<file path="src/rtl/alu_ctrl_pkg.sv">
// Shared types and constants for the ALU sequencing controller.
// State encodings double as the LED code driven on estado.
package alu_ctrl_pkg;

    typedef enum logic [2:0] {
        WAIT_A  = 3'd0,
        WAIT_B  = 3'd1,
        WAIT_OP = 3'd2,
        EXEC    = 3'd3,
        SHOW    = 3'd4
    } state_t;

    localparam logic [2:0] OP_ADD = 3'd0;
    localparam logic [2:0] OP_MUL = 3'd1;
    localparam logic [2:0] OP_AND = 3'd2;
    localparam logic [2:0] OP_SUB = 3'd4;
    localparam logic [2:0] OP_OR  = 3'd5;

    function automatic logic is_valid_op(input logic [2:0] op);
        return (op == OP_ADD) || (op == OP_MUL) || (op == OP_AND) ||
               (op == OP_SUB) || (op == OP_OR);
    endfunction

endpackage

</file>
<file path="src/rtl/alu_seq_ctrl_edge_detect.sv">
// Rising-edge pulse generator for a debounced button level.
// The pulse is high for the single cycle in which the level first reads high.
module edge_detect (
    input  logic clk,
    input  logic reset,
    input  logic level_i,
    output logic pulse_o
);

    logic level_q;

    always_ff @(posedge clk) begin
        if (reset) begin
            level_q <= 1'b0;
        end else begin
            level_q <= level_i;
        end
    end

    assign pulse_o = level_i & ~level_q;

endmodule

</file>
<file path="src/rtl/alu_seq_ctrl.sv">
// Sequencing controller: captures A, B and opcode from data_in on enter presses,
// runs one ALU cycle and shows the result. Define ALU_CHAIN_EN for accumulator chaining.
module alu_seq_ctrl
    import alu_ctrl_pkg::*;
#(
    parameter int largo = 16
) (
    input  logic             clk,
    input  logic             reset,
    input  logic [largo-1:0] data_in,
    input  logic             enter,
    input  logic             undo,
    output logic [largo-1:0] alu_a,
    output logic [largo-1:0] alu_b,
    output logic [2:0]       alu_op,
    input  logic [largo-1:0] alu_result,
    output logic [largo-1:0] result,
    output logic [largo-1:0] display,
    output logic [2:0]       estado,
    output logic             error,
    output logic             done
);

    logic enter_p;
    logic undo_p;

    edge_detect u_enter_edge (
        .clk     (clk),
        .reset   (reset),
        .level_i (enter),
        .pulse_o (enter_p)
    );

    edge_detect u_undo_edge (
        .clk     (clk),
        .reset   (reset),
        .level_i (undo),
        .pulse_o (undo_p)
    );

    state_t           state_q;
    logic [largo-1:0] alu_a_q;
    logic [largo-1:0] alu_b_q;
    logic [2:0]       alu_op_q;
    logic [largo-1:0] result_q;
    logic             error_q;
    logic             done_q;

    always_ff @(posedge clk) begin
        if (reset) begin
            state_q  <= WAIT_A;
            alu_a_q  <= '0;
            alu_b_q  <= '0;
            alu_op_q <= '0;
            result_q <= '0;
            error_q  <= 1'b0;
            done_q   <= 1'b0;
        end else begin
            done_q <= 1'b0;
            case (state_q)
                WAIT_A: begin
                    if (enter_p) begin
                        alu_a_q <= data_in;
                        state_q <= WAIT_B;
                    end
                end
                WAIT_B: begin
                    if (undo_p) begin
                        state_q <= WAIT_A;
                    end else if (enter_p) begin
                        alu_b_q <= data_in;
                        state_q <= WAIT_OP;
                    end
                end
                WAIT_OP: begin
                    if (undo_p) begin
                        state_q <= WAIT_B;
                    end else if (enter_p) begin
                        alu_op_q <= data_in[2:0];
                        state_q  <= EXEC;
                    end
                end
                EXEC: begin
                    // Unused opcodes are forced to zero regardless of what the ALU drives.
                    result_q <= is_valid_op(alu_op_q) ? alu_result : '0;
                    error_q  <= ~is_valid_op(alu_op_q);
                    done_q   <= 1'b1;
                    state_q  <= SHOW;
                end
                SHOW: begin
                    if (undo_p) begin
                        error_q <= 1'b0;
                        state_q <= WAIT_OP;
                    end else if (enter_p) begin
                        error_q <= 1'b0;
`ifdef ALU_CHAIN_EN
                        alu_a_q <= result_q;
                        state_q <= WAIT_B;
`else
                        state_q <= WAIT_A;
`endif
                    end
                end
                default: begin
                    state_q <= WAIT_A;
                end
            endcase
        end
    end

    assign alu_a   = alu_a_q;
    assign alu_b   = alu_b_q;
    assign alu_op  = alu_op_q;
    assign result  = result_q;
    assign error   = error_q;
    assign done    = done_q;
    assign estado  = state_q;
    assign display = (state_q == SHOW) ? result_q : data_in;

endmodule

</file>
<file path="config.mk">
export PLATFORM = sky130hd
export DESIGN_NAME = alu_seq_ctrl
export DESIGN_NICKNAME = d
export VERILOG_FILES = /design/src/rtl/alu_ctrl_pkg.sv /design/src/rtl/alu_seq_ctrl_edge_detect.sv /design/src/rtl/alu_seq_ctrl.sv
export SDC_FILE = /design/constraint.sdc
export NUM_CORES = 1
export LEC_CHECK = 0
export ABC_AREA = 1
export ABC_CLOCK_PERIOD_IN_PS = 2500
export BUFFER_PORTS_ARGS = -buffer_cell sky130_fd_sc_hd__buf_2
export CAP_MARGIN = 15
export CORE_ASPECT_RATIO = 1.25
export CORE_MARGIN = 3
export CORE_UTILIZATION = 29
export CTS_BUF_LIST = sky130_fd_sc_hd__clkbuf_4
export CTS_CLUSTER_SIZE = 24
export DETAILED_ROUTE_END_ITERATION = 8
export PLACE_DENSITY = 0.57
export SLEW_MARGIN = 30
export SYNTH_ARGS = -nofsm -noshare
export SYNTH_HDL_FRONTEND = slang
export SYNTH_SLANG_ARGS = --single-unit
</file>
<file path="constraint.sdc">
create_clock -name clk -period 2.5 [get_ports clk]
set_input_delay 0.75 -clock clk [delete_from_list [all_inputs] [get_ports clk]]
set_output_delay 0.75 -clock clk [all_outputs]
set_load 0.02 [all_outputs]
</file>
After elaboration in Yosys (flattened, before gate mapping) --
Index checks and enable logic that the tools add are counted.
Storage, ports and cells: register bits 58, input bits 36, output and inout bits 72, word-level logic and storage cells 53
Operators by class: equality and inequality tests 12, muxes and demuxes 14, bitwise gates (word level) 6, reductions and logical operators 12
Operator list (count):
- two-way mux 16 bit | 2
- two-way mux 3 bit | 7
- one-hot mux 3 bit (5 select lines) | 1
- equality test 3 x 2 -> 1 bit, second input constant | 3
- equality test 3 bit, second input constant | 3
- inequality test 3 x 2 -> 1 bit, second input constant | 3
- equality test 3 x 1 -> 1 bit, second input constant | 2
- zero test 3 bit | 2
- AND reduction 3 bit | 2
- logical OR 1 bit | 4
- inverter 1 bit | 4
- AND reduction 2 bit | 2
- AND reduction 4 bit | 1
- two-way mux 1 bit | 3
- AND 1 bit | 2
- inequality test 2 bit, second input constant | 1
- one-hot mux 1 bit (2 select lines) | 1
- nonzero test 2 bit | 1

Logic depth before layout (Yosys ltp) --
Gate-level depths: netlist (run 1).
depth in word-level cells 7, gate-level depth with buffers 9, depth with buffers taken out 9

Cells and area by module --
A second synthesis (run 1) with hierarchy kept.
Second synthesis, totals: cells, all modules 328, area, all modules 2337.2 um^2
Modules (own cells, without submodules):
- alu_seq_ctrl | instances 1, cells an instance 320, area each 2274.7 um^2, seq. area each 1121.1 um^2
- edge_detect | instances 2, cells an instance 4, area each 31.3 um^2, seq. area each 20.0 um^2

Worst setup path after synthesis (run 1) --
Ideal clock, no wire load.
path kind flip-flop to output port, start register state_q[1], in the netlist estado[1], end output display[10], arrival time 1.286 ns, data required time 1.750 ns, path slack 0.464 ns, cell stages (with the launch flop) 6, path buffers 1, path through dfxtp_1 -> nor2_1 -> nand2_2 -> buf_1 -> nand2_1 -> nand2_1
On the way: word-level cells in the longest chain between the ends 2
Ends and longest elaborated chain:
- from (decl) | line alu_seq_ctrl.sv:41 | state_t state_q;
- from (signal assigned) | line alu_seq_ctrl.sv:51 | state_q <= WAIT_A;
- from (signal assigned) | line alu_seq_ctrl.sv:64 | state_q <= WAIT_B;
- from (signal assigned) | line alu_seq_ctrl.sv:69 | state_q <= WAIT_A;
- equality test 3 bit | line alu_seq_ctrl.sv:118 | assign display = (state_q == SHOW) ? result_q : data_in;
- two-way mux 16 bit | line alu_seq_ctrl.sv:118
- to (decl) | line alu_seq_ctrl.sv:18 | output logic [largo-1:0] display,
Every way passes these cells.

Final worst setup path (run 1) --
start register state_q[1], in the netlist estado[1], end output display[4]
Same word-level chain as after synthesis.

==> results of run 1 <==
-- timing repair --
item | CTS | global route
endpoints found under the setup margin | 0 | 16
setup buffers | 0 | 0
resized for setup | 0 | 4
-- state kept, by name, indices dropped and copies added (netlist names) --
register	count
alu_a	16
alu_b	16
result	16
alu_op	3
estado	3
done	1
error	1
u_enter_edge.level_q	1
u_undo_edge.level_q	1
-- layer usage --
layer  global-route usage [%]  up-vias
met4                     7.35        0
met2                     26.0       78
met1                     19.8     1079
met3                     4.06       17
li1                         -     1258
met5                        0        -
-- worst max-delay path, cell delays in order, from the launching register on --
cell and delay [ns]:
dfxtp_2 0.42, nor2_1 0.08, nand2_2 0.09, buf_4 0.25
nand2_1 0.13, nand2_1 0.09, buf_2 0.16
-- power by group through the flow --
stage	logic, mW	clock network [mW]	registers (mW)
6_report	0.606	0.517	1.09
5_1_grt	0.674	0.588	1.10
4_1_cts	0.614	0.542	1.09
3_5_place_dp	0.612	0	1.11
3_3_place_gp	0.609	0	1.11
2_1_floorplan	0.275	0	1.22
-- placed cells by master (no fill, tap or decap), drive strengths merged --
cell / n
clkbuf: 11
nand2: 57
buf: 112
a21oi: 19
nand3: 4
nor3: 2
nor2: 98
nand3b: 1
inv: 18
o211ai: 1
clkinv: 2
o21ai: 54
dfxtp: 58
-- metrics by stage --
stage | cells | hold slack (ns) | area [um^2] | total power, mW | utilization [%]
global placement | 519 | 0.457 | 3020 | 1.72 | 38.3
global route | 532 | 0.514 | 3110 | 2.36 | 39.5
detailed placement | 519 | 0.469 | 3020 | 1.72 | 38.3
finish | 532 | 0.484 | 3110 | 2.21 | 39.5
CTS | 532 | 0.489 | 3110 | 2.25 | 39.4
floorplan | 326 | 0.560 | 2390 | 1.50 | -
-- path summary, 6_finish.rpt --
path              cells past startpoint       from  slack (ns)          to
setup reg to reg                      6  estado[2]        0.99   alu_a[12]
setup / recovery                      6  estado[1]        0.14  display[4]
hold / removal                        2  alu_b[14]        0.48   alu_b[14]
hold reg to reg                       2  alu_b[14]        0.48   alu_b[14]
-- cells by family (layout without fill, tap and decap cells) --
kind of cell	count (synthesis)	in the layout	share of synthesized area, %
buffers and inverters	32	143	6.18
AND/OR/NAND/NOR	162	162	27.7
AO/OA/AOI/OAI	74	74	17.5
flip-flops	58	58	48.6
-- area by class of cell --
| type | instances | area (um^2) | share of cell area, % |
|---|---|---|---|
| Tap cell | 95 | 119 | 3.82 |
| Inverter | 18 | 72.6 | 2.33 |
| Timing Repair Buffer | 112 | 586 | 18.8 |
| Clock inverter | 2 | 7.51 | 0.241 |
| Clock buffer | 11 | 82.6 | 2.65 |
| Sequential cell | 58 | 1160 | 37.4 |
| Multi-Input combinational cell | 236 | 1080 | 34.7 |
==> flow_metrics.tcl, run 1 <==
set metrics [dict create \
    area_growth_pct 30.2 \
    fin_nets 471 \
    ys_async_sr_fraction_pct 0 \
    postRouteAntennaNets 0 \
    grtUsageTotal_pct 16.0 \
    design.core.area_um2 7880 \
    io_pins 108 \
    synth_most_common_cell "nor2_1" \
    dieWidth_um 87.2 \
    synth_commonest_cells "96 x nor2_1, 58 x dfxtp_1, 56 x nand2_1, 46 x o21ai_0" \
    grt_pass1_wl_mm 11.6 \
    cts_tree "done" \
    worstPathArrival_ns 1.61 \
    crit_type "flip-flop to output pin" \
    ys.flop_type "dfxtp_1" \
    yosysUniqueCellTypes 23 \
    ir_drop_uv 308 \
    cap_violations 0 \
    dpl_worst_slack_ns 0.491 \
    status "finished clean" \
    root_buffer "clkbuf_4" \
    min_path_type "flip-flop to flip-flop" \
    antenna_found_initial 0 \
    setup_tns_ns 0 \
    synth_seq_cells 58 \
    yosysTopAreaCellShare_pct 48.6 \
    met3_wirelength_um 415 \
    drtPass1Iterations 5 \
    layout-drive-gt1-share_pct 34.6 \
    synth_area_per_cell_um2 7.33 \
    synth_fp_nets 362 \
    place_hpwl_mm 5.41 \
    cp_max_fo 17 \
    synthTopCellsByArea "dfxtp_1 49%, nor2_1 15%, o21ai_0 9.6%" \
    overflow 0 \
    comb_power_share_pct 27.4 \
    cts.path.max_buffers 2 \
    diodes 0 \
    hold_viol 0 \
    clkPwrFrac_pct 23.4 \
    first_global_vias 2340 \
    yosysWarningCount 0 \
    wl_met2_mm 3.49 \
    die_h_um 107 \
    setup_slack_ns 0.136 \
    top_layer "met4" \
    p_seq_share_pct 49.3 \
    num_rows 36 \
    cts_made_buffers 9 \
    p_leak_nw 1.57 \
    wl_per_cell_um 13.6 \
    wl_met1_mm 3.12 \
    synthesis.instances 326 \
    power_switching_mw 0.786 \
    crit_path_start_kind "flip-flop" \
    drt_iter0_markers 115 \
    clk_pin_slew_ns 0.09 \
    vias_per_cell 4.57 \
    rsz0062_at_grt "false" \
    syn_area_um2 2390 \
    p_int_mw 1.43 \
    swShare_pct 35.5 \
    required_ns 1.75 \
    synth_edf_count 0 \
    setup_viol_count_final 0 \
    drc 0 \
    seq_area_frac_synth_pct 48.6 \
    end_kind "output pin" \
    gp_congestion 0.835 \
    fin_crit_ns 2.36 \
    period_share_pct 94.5 \
    clk_latency_ns 0.39 \
    worst_clock_skew_ns 0.00925 \
    cts.sinks 58 \
    routed_wl_mm 7.21 \
    worst_slew_pin_slew_ns 0.397 \
    vias 2432 \
    slew_headroom_pct 73.4 \
    fmax_ghz 0.423 \
    grt_max_degree 42 \
    portBuffers 107 \
    nFillCells 854 \
    synth_top_area_cell "dfxtp_1" \
    start_util_pct 30.3 \
    ctsHoldBuffers 0 \
    power_density_nw_per_um2 712 \
    slew_violations 0 \
    htreeDepth 3 \
    die_area_um2 9370 \
]
No activity file was read; power rests on OpenSTA's default activity.
==> inputs of run 2 (changes only) <==
--- a/config.mk
+++ b/config.mk
@@ -17,3 +17,3 @@
 export DETAILED_ROUTE_END_ITERATION = 8
-export PLACE_DENSITY = 0.57
+export PLACE_DENSITY = 0.61
 export SLEW_MARGIN = 30
--- a/constraint.sdc
+++ b/constraint.sdc
@@ -3,2 +3,2 @@
 set_output_delay 0.75 -clock clk [all_outputs]
-set_load 0.02 [all_outputs]
+set_load 0.01 [all_outputs]
==> flow_metrics.tcl, run 2 (same netlist as run 1, synthesis figures left out) <==
set metrics [dict create \
    layout_commonest_cell "buf_2" \
    num_rows 36 \
    cts.path.max_buffers 2 \
    design.core.area_um2 7880 \
    rsz0062_at_grt "false" \
    fin_crit_ns 2.34 \
    power_density_nw_per_um2 682 \
    worst_clock_skew_ns 0.0116 \
    drtPass1Iterations 4 \
    period_share_pct 93.5 \
    grt_pass1_wl_mm 10.9 \
    p_leak_nw 1.57 \
    cts_tree "done" \
    end_kind "output pin" \
    ir_drop_uv 290 \
    io_pins 108 \
    drc 0 \
    antenna_found_initial 0 \
    drt_iter0_markers 102 \
    slew_violations 0 \
    required_ns 1.75 \
    stdcell_count 535 \
    clk_pin_slew_ns 0.09 \
    layout-drive-gt1-share_pct 33.9 \
    hold_viol 0 \
    cts.sinks 58 \
    dpl.cell_count 519 \
    grtUsageTotal_pct 15.0 \
    ctsHoldBuffers 0 \
    routed_wl_mm 6.95 \
    worst_slew_pin_slew_ns 0.698 \
    fmax_ghz 0.428 \
    fin_nets 471 \
    status "finished clean" \
    cp_max_fo 13 \
    start_util_pct 30.3 \
    seqCellArea_um2 1160 \
    first_global_vias 2192 \
    dieWidth_um 87.2 \
    multi_input_area_um2 1080 \
    diodes 0 \
    place_hpwl_mm 5.32 \
    crit_path_start_kind "flip-flop" \
    die_area_um2 9370 \
    setup_tns_ns 0 \
    cap_violations 0 \
    overflow 0 \
    min_path_type "flip-flop to flip-flop" \
    setup_viol_count_final 0 \
    worstPathArrival_ns 1.59 \
    total_power_mw 2.12 \
    crit_type "flip-flop to output pin" \
    gp_congestion 0.828 \
    cts_made_buffers 9 \
    die_h_um 107 \
    root_buffer "clkbuf_4" \
    nFillCells 865 \
    area_growth_pct 30.0 \
    postRouteAntennaNets 0 \
    htreeDepth 3 \
    final_area_um2 3100 \
    grt_max_degree 22 \
    vias 2428 \
    portBuffers 107 \
    post_dp_cell_area_um2 3000 \
    wl_per_cell_um 13.0 \
    layout_common_cells "107 x buf_2, 96 x nor2_1, 58 x dfxtp_1" \
    slew_headroom_pct 53.3 \
    vias_per_cell 4.54 \
    clk_latency_ns 0.38 \
]
## run 2: cell types whose count changed in the layout (fill, tap and decap cells not counted)
cell,change
clkinv_1,+3
dfxtp_1,+2
dfxtp_2,-2
buf_12,-1
buf_4,+1
clkbuf_4,-1
clkinv_2,+1
## run 2: per-stage QoR
| stage | utilization, % | hold WS [ns] | setup WS (ns) |
|---|---|---|---|
| floorplan | - | 0.507 | 0.600 |
| global placement | 38.1 | 0.457 | 0.519 |
| detailed placement | 38.1 | 0.471 | 0.534 |
| CTS | 39.3 | 0.489 | 0.0826 |
| global route | 39.4 | 0.508 | 0.0409 |
| finish | 39.4 | 0.483 | 0.161 |
## run 2: path summary, 6_finish.rpt
path             start  depth (start not counted)           to  slack (ns)
max          estado[1]                          6  display[15]        0.16
min           alu_b[3]                          2     alu_b[3]        0.48
max reg2reg  estado[1]                          6        error        0.77
min reg2reg   alu_b[3]                          2     alu_b[3]        0.48
## run 2: final cells by class
| class | instances | share of cell area, % |
|---|---|---|
| clock buffer | 10 | 2.42 |
| timing repair buffer | 112 | 18.5 |
| clock inverter | 6 | 0.766 |
| sequential | 58 | 37.4 |
| inverter | 18 | 2.34 |
| tap | 95 | 3.83 |
| multi-input combinational | 236 | 34.8 |
## run 2: layer usage
| layer | vias to the layer above | share of wire [%] | track usage [%] |
|---|---|---|---|
| met2 | 74 | 50 | 25.1 |
| met4 | 0 | 2.5 | 7.68 |
| met5 | - | 0 | 0 |
| li1 | 1262 | - | - |
| met1 | 1079 | 43 | 18.3 |
| met3 | 13 | 5.0 | 2.22 |
## run 2: repair_timing
| item | CTS | global route |
|---|---|---|
| hold endpoints to repair | 0 | 0 |
| resized for setup | 0 | 2 |
| buffers inserted | 0 | 0 |
| endpoints found under the setup margin | 0 | 1 |
## run 2: where the power goes
| part | internal, mW | switching, mW |
|---|---|---|
| Sequential | 1.02 | 0.0657 |
| Combinational | 0.194 | 0.316 |
| Clock | 0.198 | 0.321 |
## run 2: critical path: stages (launching register included)
cell and delay (ns):
dfxtp_1 0.47, nor2_1 0.08, nand2_2 0.14, buf_4 0.21
nand2_1 0.10, nand2_1 0.08, buf_2 0.12
==> inputs of run 3 (changes only) <==
REMOVE_ABC_BUFFERS = 1   (was not set)
TNS_END_PERCENT = 5   (was not set)
==> flow_metrics.tcl, run 3 (same netlist as run 1, synthesis figures left out) <==
set metrics [dict create \
    wl_met2_mm 3.84 \
    fmax_ghz 0.437 \
    min_path_type "flip-flop to flip-flop" \
    root_buffer "clkbuf_4" \
    period_share_pct 91.6 \
    overflow 0 \
    crit_path_start_kind "flip-flop" \
    p_int_mw 1.45 \
    crit_path_top_delay_cell "dfxtp_1" \
    routed_wl_mm 7.53 \
    cp_max_fo 17 \
    cts.path.max_buffers 2 \
    slew_headroom_pct 67.9 \
    ir_drop_uv 240 \
    postRouteAntennaNets 0 \
    slew_violations 0 \
    clk_pin_slew_ns 0.08 \
    power_density_nw_per_um2 695 \
    power_switching_mw 0.717 \
    top_layer "met4" \
    vias 2463 \
    layout_common_cells "107 x buf_2, 96 x nor2_1, 57 x dfxtp_1" \
    setup_viol_count_final 0 \
    design.core.area_um2 7880 \
    rsz0062_at_grt "false" \
    final_util_pct 39.6 \
    start_util_pct 30.3 \
    htreeDepth 3 \
    num_rows 36 \
    wl_met1_mm 3.16 \
    clkPwrFrac_pct 25.6 \
    clk_latency_ns 0.40 \
    fin_crit_ns 2.29 \
    drc 0 \
    end_kind "output pin" \
    die_area_um2 9370 \
    crit_path_max_incr_delay_ns 0.41 \
    grtUsageTotal_pct 16.8 \
    dieWidth_um 87.2 \
    cap_violations 0 \
    first_global_vias 2417 \
    worst_clock_skew_ns 0.0164 \
    diodes 0 \
    p_seq_share_pct 50.3 \
    comb_power_share_pct 24.1 \
    wl_per_cell_um 14.0 \
    cts_setup_buffers 0 \
    place_hpwl_mm 5.29 \
    cts_made_buffers 9 \
    grt_pass1_wl_mm 12.2 \
    layout_commonest_cell "buf_2" \
    die_h_um 107 \
    fin_nets 472 \
    status "finished clean" \
    post_dp_cell_area_um2 3010 \
    cts.sinks 58 \
    required_ns 1.75 \
    area_growth_pct 30.7 \
    gp_congestion 0.788 \
    crit_top_cell "nand2_1" \
    hold_viol 0 \
    worstPathArrival_ns 1.54 \
    total_power_mw 2.17 \
    drtPass1Iterations 4 \
    final_area_um2 3120 \
    antenna_found_initial 0 \
    crit_chain "nor2_1 -> nand2_2 -> buf_4 -> nand2_1 -> nand2_1 -> buf_2" \
    crit_type "flip-flop to output pin" \
    cts_tree "done" \
    portBuffers 107 \
    swShare_pct 33.1 \
    worst_slew_pin_slew_ns 0.482 \
    vias_per_cell 4.60 \
    layout-drive-gt1-share_pct 35.1 \
    nFillCells 847 \
    io_pins 108 \
    setup_tns_ns 0 \
    drt_iter0_markers 110 \
    met3_wirelength_um 403 \
    p_leak_nw 1.58 \
    grt_max_degree 54 \
]
run 3: layer usage:
metal / track usage [%] / vias to the layer above
met5: 0 / -
met4: 6.69 / 0
met3: 3.14 / 9
met2: 28.8 / 71
met1: 20.4 / 1119
li1: - / 1264
run 3: area by class of cell:
cell class | instances | area (um^2) | share of cell area (%)
clock buffer | 12 | 90.1 | 2.88
clock inverter | 4 | 18.8 | 0.601
inverter | 18 | 72.6 | 2.32
multi-input combinational | 236 | 1080 | 34.6
sequential | 58 | 1160 | 37.2
tap | 95 | 119 | 3.81
timing repair buffer | 113 | 581 | 18.6
run 3: timing repair:
item | CTS | global route
endpoints found under the hold margin | 0 | 0
endpoints found under the setup margin | 0 | 5
resized for setup | 0 | 3
hold buffers | 0 | 0
run 3: stage by stage:
stage | worst slack (ns) | hold WS, ns | cells
5_1_grt | 0.0436 | 0.509 | 536
6_report | 0.209 | 0.484 | 536
4_1_cts | 0.0800 | 0.490 | 536
2_1_floorplan | 0.665 | 0.507 | 312
3_5_place_dp | 0.533 | 0.470 | 520
3_3_place_gp | 0.550 | 0.464 | 520
run 3: worst max-delay path: cells and delay by family (launching register included):
kind	cells	cell delay, ns
flops	1	0.41
simple gates	4	0.33
buf+inv	2	0.41
run 3: power by group through the flow:
stage / Clock (mW) / Sequential [mW] / Combinational (mW)
3_3_place_gp: 0 / 1.11 / 0.523
2_1_floorplan: 0 / 1.15 / 0.244
4_1_cts: 0.580 / 1.09 / 0.532
6_report: 0.556 / 1.09 / 0.524
5_1_grt: 0.614 / 1.10 / 0.595
3_5_place_dp: 0 / 1.11 / 0.530
run 3: path summary, 6_finish.rpt:
path | startpoint | endpoint | slack [ns] | cells past startpoint
worst min register to register | alu_b[8] | alu_b[8] | 0.48 | 2
worst min-delay path | alu_b[8] | alu_b[8] | 0.48 | 2
worst max register to register | estado[0] | estado[1] | 1.02 | 8
worst max-delay path | estado[0] | display[10] | 0.21 | 6
